**src/rtl/alu_exec_unit.sv**
```systemverilog
// Execute-stage unit: single-cycle logic/arithmetic ops plus an iterative 1-bit-per-cycle SLL/SRL.
// A start/busy/done handshake lets the pipeline stall while a shift is in flight.
//
// state    | meaning
// ---------+----------------------------------------------------------
// ST_IDLE  | waiting for start; op results are computed on acceptance
// ST_SHIFT | shifting one bit per cycle, counter walks down to 1
// ST_DONE  | result/zero/invalid_op valid, done pulses for one cycle
module alu_exec_unit #(
    parameter int DATA_WIDTH  = 32,
    parameter int SHAMT_WIDTH = 5
) (
    input  logic                   clk,
    input  logic                   reset,
    input  logic                   start,
    input  logic [2:0]             alu_operation,
    input  logic [1:0]             shift_op,
    input  logic [SHAMT_WIDTH-1:0] shamt,
    input  logic [DATA_WIDTH-1:0]  a,
    input  logic [DATA_WIDTH-1:0]  b,
    output logic                   busy,
    output logic                   done,
    output logic [DATA_WIDTH-1:0]  result,
    output logic                   zero,
    output logic                   invalid_op
);

    typedef enum logic [1:0] {
        ST_IDLE  = 2'd0,
        ST_SHIFT = 2'd1,
        ST_DONE  = 2'd2
    } state_t;

    localparam logic [SHAMT_WIDTH-1:0] CNT_ONE = SHAMT_WIDTH'(1);

    state_t                  state_q, state_d;
    logic [DATA_WIDTH-1:0]   shreg_q, shreg_d;
    logic [SHAMT_WIDTH-1:0]  cnt_q, cnt_d;
    logic                    shl_q, shl_d;
    logic [DATA_WIDTH-1:0]   result_q, result_d;
    logic                    zero_q, zero_d;
    logic                    invalid_q, invalid_d;

    logic                    fin;
    logic [DATA_WIDTH-1:0]   fin_val;
    logic                    fin_inv;
    logic [DATA_WIDTH-1:0]   shifted;

    always_comb begin
        state_d   = state_q;
        shreg_d   = shreg_q;
        cnt_d     = cnt_q;
        shl_d     = shl_q;
        result_d  = result_q;
        zero_d    = zero_q;
        invalid_d = invalid_q;
        fin       = 1'b0;
        fin_val   = '0;
        fin_inv   = 1'b0;
        shifted   = shl_q ? (shreg_q << 1) : (shreg_q >> 1);

        case (state_q)
            ST_IDLE: begin
                if (start) begin
                    case (shift_op)
                        2'b01, 2'b10: begin
                            if (shamt != '0) begin
                                shreg_d = b;
                                cnt_d   = shamt;
                                shl_d   = (shift_op == 2'b01);
                                state_d = ST_SHIFT;
                            end else begin
                                fin     = 1'b1;
                                fin_val = b;
                            end
                        end
                        2'b11: begin
                            fin     = 1'b1;
                            fin_inv = 1'b1;
                        end
                        default: begin
                            fin = 1'b1;
                            case (alu_operation)
                                3'b000:  fin_val = a & b;
                                3'b001:  fin_val = a | b;
                                3'b010:  fin_val = ~(a | b);
                                3'b011:  fin_val = a + b;
                                3'b100:  fin_val = a - b;
                                3'b101:  fin_val = b << 16;
                                3'b110:  fin_val = a;
                                default: fin_inv = 1'b1;
                            endcase
                        end
                    endcase
                end
            end
            ST_SHIFT: begin
                shreg_d = shifted;
                cnt_d   = cnt_q - CNT_ONE;
                if (cnt_q == CNT_ONE) begin
                    fin     = 1'b1;
                    fin_val = shifted;
                end
            end
            ST_DONE: begin
                state_d = ST_IDLE;
            end
            default: begin
                state_d = ST_IDLE;
            end
        endcase

        // Every path that finishes an op lands in DONE with fresh flags.
        if (fin) begin
            state_d   = ST_DONE;
            result_d  = fin_val;
            zero_d    = (fin_val == '0);
            invalid_d = fin_inv;
        end
    end

    always_ff @(posedge clk) begin
        if (!reset) begin
            state_q   <= ST_IDLE;
            shreg_q   <= '0;
            cnt_q     <= '0;
            shl_q     <= 1'b0;
            result_q  <= '0;
            zero_q    <= 1'b0;
            invalid_q <= 1'b0;
        end else begin
            state_q   <= state_d;
            shreg_q   <= shreg_d;
            cnt_q     <= cnt_d;
            shl_q     <= shl_d;
            result_q  <= result_d;
            zero_q    <= zero_d;
            invalid_q <= invalid_d;
        end
    end

    assign busy       = (state_q == ST_SHIFT);
    assign done       = (state_q == ST_DONE);
    assign result     = result_q;
    assign zero       = zero_q;
    assign invalid_op = invalid_q;

endmodule

```
**config.mk**
```make
export PLATFORM = sky130hd
export DESIGN_NAME = alu_exec_unit
export DESIGN_NICKNAME = d
export VERILOG_FILES = /design/src/rtl/alu_exec_unit.sv
export SDC_FILE = /design/constraint.sdc
export NUM_CORES = 1
export LEC_CHECK = 0
export CAP_MARGIN = 20
export CORE_MARGIN = 5
export CORE_UTILIZATION = 35
export DETAILED_ROUTE_END_ITERATION = 8
export GPL_TIMING_DRIVEN = 0
export SLEW_MARGIN = 30
export SYNTH_ARGS = -nofsm -noshare
export SYNTH_HDL_FRONTEND = slang
export SYNTH_SLANG_ARGS = --single-unit
```
**constraint.sdc**
```tcl
create_clock -name clk -period 8.15 [get_ports clk]
set_clock_uncertainty 0.2 [all_clocks]
set_input_delay 1.63 -clock clk [delete_from_list [all_inputs] [get_ports clk]]
set_output_delay 1.63 -clock clk [all_outputs]
set_load 0.01 [all_outputs]
```
==> impl_results.md <==
* Outcome: finished, final reports clean
* P&R area growth vs syn at 19.7%
* Endpoint of the worst-slack reg-to-reg timing path: zero$_SDFFE_PN0P_
* Row cnt at 56
* Maximum number of pins on one net before global-route repair at 13
* R2R Path Start: shl_q$_SDFFE_PN0P_
* Total number of vias at between 9,000 and 10,000
* Max Cap Violations at 0
* Number of top-level pins at 113
* Placed cells at approximately 1,600
* Number of pins with negative max-slew slack in the final report at 0
* Clock Root Buffer: sky130_fd_sc_hd__clkbuf_16
* Via count of the first global-routing pass at 9,003
* Synthesized netlist cell count at 1,188
* Number of buffers inserted by post-CTS setup repair at 0
* Internal power of the cells at a little over 900 uW
* Kind of end point of the critical path: flop
* Antenna fix cells at 0
* Clk_lat worst skew at around 0.33 ns
* Multi-input combinational cell area at 0.00628 mm2
* Required arrival time at the worst endpoint at 8.20 ns
* Total of flip-flops plus latches after synthesis at 74
* Critical setup path kind: primary input to flop
* Cell count of the worst reg-to-reg path at 12
* Worst Path Arrival at 7.65 ns
* # hold bufs at CTS at 0
* Total power draw at 1.52 mW
* Critical path launch point type: primary input
* Total number of nets in the final design at 1,406
* Top FF cell, synth: sky130_fd_sc_hd__dfxtp_1
* Global-route usage over all layers at 26.3%
* Quantity of I/O buffers inserted on ports at 90
* Starting density of the core at a little over a third
* Class of the tightest hold or removal check: flop to flop
* Post-synthesis sequential area ratio at between 15 and 20%
* Fraction of final layout cells with drive strength greater than 1 at between 4 and 5%
* Proportion of synthesized flip-flops having asynchronous set or reset at 0%
* Internal reg-to-reg setup slack at 3.33 ns
* Number of buffers created by CTS at 9
* Power density normalized to cell area at 153 mW/mm2
* Chip Width at 164 um
* Number of clock sinks at 74
* Weighted congestion at the end of routability-driven global placement at 0.955
* Sw power at 595 uW
* Switching portion of total power at 39.2%
* TritonCTS clock tree: done
* Wire length per cell at ~23 um
* Endpoint of the most critical setup path: zero$_SDFFE_PN0P_
* Post-Route Setup TNS at 0 ns
* Post-layout instance count excluding filler cells at 1,613
* Height of the die at 164 um
* Global route total overflow at 0
* Count of distinct cell types in the synthesized netlist at 91
* Share of total power in combinational logic at 43.4%
* Post-synth EDFFs at 0
* Post-synthesis area per instance at 6.97 um2
* ANT nets after route at 0
* Static leakage power at 3.43 nW
* Worst slew pin tran at 0.938 ns
* Global-route wire length before repair at about 54 mm
* Antenna violations before repair at 0
* Combined area of all synthesized cells at around 0.0083 mm2
* Power share of the sequential group at 28.1%
* Placement-stage worst setup slack at around 0.29 ns
* H-tree level count at 3
* Yosys warns at 0
* Syn Nets at ~1,300
* Worst max-slew margin expressed relative to the limit at 37.2%
* Pre-Repair DR Iteration Count at 6
* Part of the power in the clock network at 28.4%
* Maximum operating frequency at 0.132 GHz
* DRC violation count after routing at 0
* Wirelength, routed at 36.4 mm
* Clock edge transition at the registers on the reported setup and hold paths at 0.06 ns
* Final critical delay including setup and external delays at 7.60 ns
* Initial detailed-routing violation count at 1,121
* Placeable core region at 0.0234 mm2
* Minimum setup slack in the final design at 0.551 ns
* Number of buffers on the longest clock path at 2
* Sequential cell area in the final layout at 0.00148 mm2
* Max FO, Critical Path at 7
* Critical Path Source: b[11]
* Die outline area at 0.0268 mm2
* Quantity of gates resized following cts at 0
* HPWL Detailed at 29.1 mm
* Total setup violations reported at the end of the flow at 0
* Vias per cell at around 6.1
* Fillers at roughly 2,500
* Max rail drop VDD at 0.0000993 V
* Post-route clock period utilization at 93.2%
* Setup repair after global routing missed its margin: no
* Final hold viol count at 0
area by class of cell:
class | count | area share [%]
multi-input cells | 981 | 63.3
flip-flops and latches | 74 | 15.0
repair buffers | 90 | 9.09
plain buffers | 109 | 4.45
well taps | 319 | 4.03
clock buffers | 11 | 2.45
inverters | 24 | 0.909
clock inverters | 5 | 0.783
through the flow:
stage	instance area [um2]	hold slack, ns	utilization [%]
2_1_floorplan	8280	0.258	-
3_3_place_gp	9580	0.239	40.9
3_5_place_dp	9580	0.244	40.9
4_1_cts	9900	0.252	42.3
5_1_grt	9910	0.288	42.3
6_report	9910	0.250	42.3
registers in the layout, summed over array words and instances (netlist names):
| signal | count |
|---|---|
| cnt_q | 5 |
| state_q | 2 |
| shreg_q | 32 |
| shl_q | 1 |
| zero | 1 |
| invalid_op | 1 |
| result | 32 |
power by group through the flow:
stage / Combinational (mW) / Sequential (mW) / Clock, mW
2_1_floorplan: 0.408 / 0.433 / 0
6_report: 0.658 / 0.427 / 0.431
4_1_cts: 0.642 / 0.426 / 0.435
3_5_place_dp: 0.639 / 0.433 / 0
3_3_place_gp: 0.636 / 0.433 / 0
5_1_grt: 0.711 / 0.431 / 0.450
cells in the mapped netlist (26+ instances only):
library cell	instances	area, um2
sky130_fd_sc_hd__nand2_1	171	642
sky130_fd_sc_hd__nor2_1	119	447
sky130_fd_sc_hd__a21oi_1	96	480
sky130_fd_sc_hd__clkbuf_1	86	323
sky130_fd_sc_hd__dfxtp_1	74	1480
sky130_fd_sc_hd__o21ai_0	58	290
sky130_fd_sc_hd__a211oi_1	51	383
sky130_fd_sc_hd__ha_1	39	488
sky130_fd_sc_hd__nor3_1	28	140
sky130_fd_sc_hd__and3_1	27	169
sky130_fd_sc_hd__xor2_1	26	228
worst min-delay path by stage:
stage | startpoint | endpoint | depth (start not counted)
2_1_floorplan | shreg_q[0]$_SDFFE_PN0P_ | shreg_q[0]$_SDFFE_PN0P_ | 2
6_report | result[10]$_SDFFE_PN0P_ | result[10]$_SDFFE_PN0P_ | 2
3_3_place_gp | result[26]$_SDFFE_PN0P_ | result[26]$_SDFFE_PN0P_ | 2
5_1_grt | result[14]$_SDFFE_PN0P_ | result[14]$_SDFFE_PN0P_ | 2
3_5_place_dp | result[10]$_SDFFE_PN0P_ | result[10]$_SDFFE_PN0P_ | 2
4_1_cts | result[10]$_SDFFE_PN0P_ | result[10]$_SDFFE_PN0P_ | 2
layer usage:
metal  share of wire, %  GRT usage, %  vias to the layer above
li1                   -             -                     4606
met1                 43          37.3                     4550
met2                 43          40.4                      576
met3                 10          3.16                       68
met4                3.9          10.7                        0
met5                  0             0                        -
kinds of logic after synthesis:
logic type / Yosys count / share of synthesized area [%]
AND/OR/NAND/NOR: 444 / 25.3
multiplexers: 35 / 4.38
adder cells (fa/ha/maj): 66 / 9.30
AO/OA/AOI/OAI: 387 / 31.4
buffers and inverters: 133 / 6.41
XOR/XNOR: 49 / 5.28
flip-flops: 74 / 17.9
critical path: stages:
cell and delay (ns):
sky130_fd_sc_hd__clkdlybuf4s50_1 0.46, sky130_fd_sc_hd__or4_4 0.44, sky130_fd_sc_hd__or3_4 0.36, sky130_fd_sc_hd__or4_1 0.42
sky130_fd_sc_hd__or2_4 0.26, sky130_fd_sc_hd__or3_1 0.34, sky130_fd_sc_hd__nand2_1 0.10, sky130_fd_sc_hd__xor2_1 0.16
sky130_fd_sc_hd__ha_1 0.24, sky130_fd_sc_hd__clkbuf_1 0.19, sky130_fd_sc_hd__a21oi_1 0.26, sky130_fd_sc_hd__o21ai_1 0.15
sky130_fd_sc_hd__or3_1 0.37, sky130_fd_sc_hd__or3_1 0.31, sky130_fd_sc_hd__nand2_1 0.12, sky130_fd_sc_hd__o31ai_1 0.14
sky130_fd_sc_hd__xor2_1 0.19, sky130_fd_sc_hd__a221oi_1 0.52, sky130_fd_sc_hd__o211ai_1 0.15, sky130_fd_sc_hd__or4b_1 0.61
sky130_fd_sc_hd__o31ai_1 0.20
cell usage in the layout (no fill, tap or decap), drive strengths merged, types with 27 or more instances in the layout:
cell type	n
nand2	171
nor2	120
a21oi	98
clkbuf	98
clkdlybuf4s50	90
dfxtp	74
o21ai	71
a211oi	51
ha	39
nor3	29
and3	27
Power figures use the tool's default switching activity.
